<file path="config.mk">
export PLATFORM = sky130hd
export DESIGN_NAME = qam16_hard_slicer
export DESIGN_NICKNAME = d
export VERILOG_FILES = /design/src/rtl/qam16_hard_slicer.sv
export SDC_FILE = /design/constraint.sdc
export NUM_CORES = 1
export LEC_CHECK = 0
export BUFFER_PORTS_ARGS = -buffer_cell sky130_fd_sc_hd__clkbuf_2
export CAP_MARGIN = 30
export CORE_UTILIZATION = 32
export CTS_CLUSTER_SIZE = 28
export DETAILED_ROUTE_END_ITERATION = 8
export PLACE_DENSITY_LB_ADDON = 0.3
export REMOVE_ABC_BUFFERS = 1
export SLEW_MARGIN = 20
export SYNTH_ARGS = -nofsm -noshare
export SYNTH_HDL_FRONTEND = slang
export SYNTH_SLANG_ARGS = --single-unit
</file>
<file path="constraint.sdc">
create_clock -name sclk -period 1.3 [get_ports sclk]
set_input_delay 0.195 -clock sclk [delete_from_list [all_inputs] [get_ports sclk]]
set_output_delay 0.195 -clock sclk [all_outputs]
set_load 0.03 [all_outputs]
</file>
<file path="src/rtl/qam16_hard_slicer.sv">
// Hard-decision 16-QAM slicer: slices signed I/Q to Gray 2-bit levels and packs two nibbles per FIFO byte.
// Optional outlier counter output err_count enabled by `define QAM16_SLICER_ERRCNT_EN.

module qam16_axis_slicer #(
  parameter int W      = 8,
  parameter int THRESH = 32
) (
  input  logic signed [W-1:0] x,
  output logic        [1:0]   bits
);
  localparam logic signed [W-1:0] POS_T = W'(THRESH);
  localparam logic signed [W-1:0] NEG_T = W'(-THRESH);

  // Gray order across the four levels: 00,01,11,10 from most negative upward
  always_comb begin
    if (x < NEG_T)       bits = 2'b00;
    else if (x[W-1])     bits = 2'b01;
    else if (x < POS_T)  bits = 2'b11;
    else                 bits = 2'b10;
  end
endmodule

module qam16_hard_slicer #(
  parameter int W      = 8,
  parameter int THRESH = 32
) (
  input  logic         sclk,
  input  logic         reset,
  input  logic         enable,
  input  logic         sym_valid,
  input  logic [W-1:0] i_in,
  input  logic [W-1:0] q_in,
  input  logic         wfull,
  output logic [7:0]   wr_data,
  output logic         wr_req,
  output logic         busy,
  output logic         overflow
`ifdef QAM16_SLICER_ERRCNT_EN
  , output logic [15:0] err_count
`endif
);
  typedef enum logic [1:0] {IDLE, NIB0, NIB1} state_e;

  state_e             state_q, state_d;
  logic               s1_vld_q, s1_vld_d;
  logic [1:0][W-1:0]  s1_iq_q, s1_iq_d;   // [1]=I, [0]=Q
  logic [1:0][1:0]    nib;                // {I bits, Q bits}
  logic [3:0]         hi_nib_q, hi_nib_d;
  logic [7:0]         wr_data_q, wr_data_d;
  logic               wr_req_q, wr_req_d;
  logic               overflow_q, overflow_d;
  logic               s2_take;

  for (genvar a = 0; a < 2; a++) begin : g_axis
    qam16_axis_slicer #(.W(W), .THRESH(THRESH)) u_slc (
      .x    (s1_iq_q[a]),
      .bits (nib[a])
    );
  end

  assign s2_take = enable & s1_vld_q;

  always_ff @(posedge sclk) begin
    if (reset) state_q <= IDLE;
    else       state_q <= state_d;
  end

  always_comb begin
    state_d = state_q;
    if (!enable) state_d = IDLE;
    else begin
      case (state_q)
        IDLE:    state_d = NIB0;
        NIB0:    if (s1_vld_q) state_d = NIB1;
        NIB1:    if (s1_vld_q) state_d = NIB0;
        default: state_d = IDLE;
      endcase
    end
  end

  always_comb begin
    s1_vld_d   = enable & sym_valid;
    s1_iq_d    = enable ? {i_in, q_in} : s1_iq_q;
    hi_nib_d   = hi_nib_q;
    wr_data_d  = wr_data_q;
    wr_req_d   = 1'b0;
    overflow_d = overflow_q;
    if (s2_take) begin
      if (state_q == NIB0) hi_nib_d = nib;
      else if (state_q == NIB1) begin
        // Source cannot be stalled: a full FIFO drops the byte and flags it
        if (wfull) overflow_d = 1'b1;
        else begin
          wr_req_d  = 1'b1;
          wr_data_d = {hi_nib_q, nib};
        end
      end
    end
  end

  always_ff @(posedge sclk) begin
    if (reset) begin
      s1_vld_q   <= 1'b0;
      s1_iq_q    <= '0;
      hi_nib_q   <= 4'h0;
      wr_data_q  <= 8'h00;
      wr_req_q   <= 1'b0;
      overflow_q <= 1'b0;
    end else begin
      s1_vld_q   <= s1_vld_d;
      s1_iq_q    <= s1_iq_d;
      hi_nib_q   <= hi_nib_d;
      wr_data_q  <= wr_data_d;
      wr_req_q   <= wr_req_d;
      overflow_q <= overflow_d;
    end
  end

  assign wr_data  = wr_data_q;
  assign wr_req   = wr_req_q;
  assign busy     = (state_q == NIB1);
  assign overflow = overflow_q;

`ifdef QAM16_SLICER_ERRCNT_EN
  localparam logic signed [W+1:0] LIM_P = (W+2)'(2 * THRESH);
  localparam logic signed [W+1:0] LIM_N = (W+2)'(-2 * THRESH);

  logic [1:0]  outl;
  logic [15:0] err_cnt_q, err_cnt_d;

  // Two guard bits so 2*THRESH never wraps at W bits
  for (genvar a = 0; a < 2; a++) begin : g_outl
    logic signed [W+1:0] xe;
    assign xe      = {{2{s1_iq_q[a][W-1]}}, s1_iq_q[a]};
    assign outl[a] = (xe >= LIM_P) || (xe <= LIM_N);
  end

  always_comb begin
    err_cnt_d = err_cnt_q;
    if (s2_take && (|outl) && (err_cnt_q != 16'hFFFF)) err_cnt_d = err_cnt_q + 16'd1;
  end

  always_ff @(posedge sclk) begin
    if (reset) err_cnt_q <= 16'h0000;
    else       err_cnt_q <= err_cnt_d;
  end

  assign err_count = err_cnt_q;
`endif
endmodule

</file>
==> reports/metrics.yaml <==
die:
  dieArea_mm2: 0.003218
  io_pins: 32
  die_h_um: 56.73
  die_x_um: 56.73
  core-area_mm2: 0.002805
  rows: 19
  start_util: 0.3417
timing:
  min_period_ps: 1234
  slew_viol_final: 0
  hold_viol: 0
  clock.fmax_mhz: 810.4
  worstMarginPinSlew_ps: 456.3
  setup_viol: 0
  fin_skew_ps: 3.722
  rsz0062_at_grt: "no"
  relSlewSlack: 0.6958
  fin_hold_ws_ps: 124.6
  period_share: 0.9492
  setup_tns_ps: 0
worst_setup_path:
  worstPathArrival_ps: 1040
  crit_fanout: 4
  path_class: "flop to output pin"
  cp.required_ps: 1110
  cp-start-kind: "flop"
  rr_startpoint: "s1_iq_q[15]$_SDFFE_PP0P_"
  reg2reg_slack_ps: 120
  r2r_end: "wr_data[2]$_SDFFE_PP0P_"
  reg2regPathDepth: 5
  endpoint_kind: "output pin"
cells_and_area:
  nFillCells: 288
  nNetsFinal: 141
  area_growth_pct: 18.28
  layout-drive-gt1-share: 0.2821
  diodes: 0
route:
  viasPerCell: 4.507
  drt_pass1_iterations: 6
  ant_nets: 0
  drc: 8
  dr_total_vias: 667
  wirelength_um: 1653
  drtIter0Drc: 22
  avgRoutedWirePerCell_um: 11.17
clocking:
  clockRootBuffer: "clkbuf_4"
  cts_buffers: 3
  clkLatencyLatePin_ps: 300
  htree_levels: 1
  clock_sinks: 23
  hold_buffers: 0
  clock_path_buffers: 2
  path_clk_slew_ps: 120
  postCtsSetupRepairBufs: 0
  cts_tree: "built"
synth:
  synthTopCellsByCount: "dfxtp_1, mux2i_1, nand2b_1, nor2_1"
  async_reset_ff_frac: 0
  synth_area_leaders: "dfxtp_1, mux2i_1, nand2b_1"
  yosysTopAreaCell: "dfxtp_1"
  yosysTopAreaCellShare: 0.4804
  synth_edf_count: 0
  synth.distinct_cells: 20
  ys_seq_area_frac: 0.4804
  synth_flop_cell: "dfxtp_1"
  ys_warn_count: 0
  synth_seq_cells: 23
  synth_most_common_cell: "dfxtp_1"
  syn_area_um2: 958.4
  synthCells: 95
  syn-mean-instance-area_um2: 10.09
power:
  power_density_mw_per_mm2: 1011
  max-vdd-ir-drop_mv: 0.6466
  p_leak_nw: 0.5380
global_routing:
  antenna_found_initial: 0
  grt_max_degree: 30
  grt_pass1_wl_um: 2849
  grt_use_total: 0.1176
  grt_pass1_vias: 670
  grt-ovfl-total: 0
placed_design:
  dp.final_hpwl_um: 1209
  io_buffers: 21
  routabilityCongestion: 0.6283
hold_path:
  min_path_cells: 3
  hold_path_startpoint: "q_in[7]"
  hold_class: "primary input to flop"
  hold_end: "s1_iq_q[7]$_SDFFE_PP0P_"
status:
  status: "complete, but fails checks"
  violations: "design-rule violations"
job:
  maxCapViolations: 0
## metal layers
metal / vias up / GRT usage / wire (um)
met1: 287 / 0.1459 / 846
met4: 0 / 0.03214 / 0
met5: - / 0 / 0
met3: 0 / 0.04147 / 105
met2: 21 / 0.1922 / 700
li1: 359 / - / -
## flip-flops by register name, indices dropped and copies added (netlist names)
register  flops
s1_vld_q      1
wr_data       8
s1_iq_q       6
state_q       2
wr_req        1
overflow      1
hi_nib_q      4
## stage by stage
stage          area (um2)  cells    util  setup slack, ps  total power [W]
2_1_floorplan       937.1     90       -            137.0        0.0007934
3_3_place_gp         1096    144  0.3907            51.81        0.0008363
3_5_place_dp         1096    144  0.3907            36.18        0.0008402
4_1_cts              1126    148  0.4014            14.61         0.001168
5_1_grt              1134    148  0.4041           0.6913         0.001213
6_report             1134    148  0.4041            66.05         0.001146
## cells by family after synthesis
group	share of synthesized area
AO/OA/AOI/OAI	0.02480
adder cells (fa/ha/maj)	0.02611
buffers and inverters	0.03394
flip-flops	0.4804
multiplexers	0.1997
AND/OR/NAND/NOR	0.2350
## cells in the final DEF (no fill, tap or decap), types with 2 or more instances in the layout
cell type | Yosys | routed
clkbuf_2 | 0 | 20
clkbuf_4 | 0 | 3
ha_1 | 2 | 2
buf_4 | 0 | 3
inv_1 | 3 | 3
mux2i_1 | 18 | 18
and3b_1 | 2 | 2
nand3_1 | 2 | 2
dfxtp_2 | 0 | 3
dfxtp_1 | 23 | 20
o21ai_0 | 3 | 3
nor2_1 | 14 | 14
nand2b_1 | 14 | 14
## cell type report
| class | count | area [um2] | share of cell area |
|---|---|---|---|
| sequential | 23 | 464.2 | 0.4095 |
| timing repair buffer | 23 | 122.6 | 0.1082 |
| inverter | 3 | 11.26 | 0.009934 |
| clock buffer | 4 | 26.28 | 0.02318 |
| tap | 31 | 38.79 | 0.03422 |
| multi-input combinational | 64 | 470.5 | 0.4150 |
## report_power, final
| part | internal, W | total (W) | switching, W |
|---|---|---|---|
| registers | 0.000721 | 0.000733 | 0.0000123 |
| logic | 0.0000467 | 0.0000909 | 0.0000442 |
| clock network | 0.000119 | 0.000322 | 0.000202 |
| total | 0.000887 | 0.00115 | 0.000259 |
## worst max-delay path, stage by stage (launching register included)
cell	delay [ps]
dfxtp_2	350
nand2b_4	150
inv_1	80
buf_4	160
## how the worst max path moves through the flow
stage	start	to	depth (start not counted)
after floorplan	state_q[0]$_SDFFE_PP0P_	wr_data[0]$_SDFFE_PP0P_	3
after global placement	state_q[0]$_SDFFE_PP0P_	wr_data[2]$_SDFFE_PP0P_	3
after detailed placement	state_q[0]$_SDFFE_PP0P_	wr_data[4]$_SDFFE_PP0P_	3
after CTS	state_q[1]$_SDFFE_PP0P_	busy	3
after global routing	s1_iq_q[15]$_SDFFE_PP0P_	wr_data[2]$_SDFFE_PP0P_	5
final	state_q[0]$_SDFFE_PP0P_	busy	3
## timing repair
action / in CTS / in global routing
resized for setup: 2 / 4
setup endpoints to repair: 1 / 5
endpoints found under the hold margin: 0 / 0
pin swaps: 0 / 0
(Power assumes the default switching activity.)
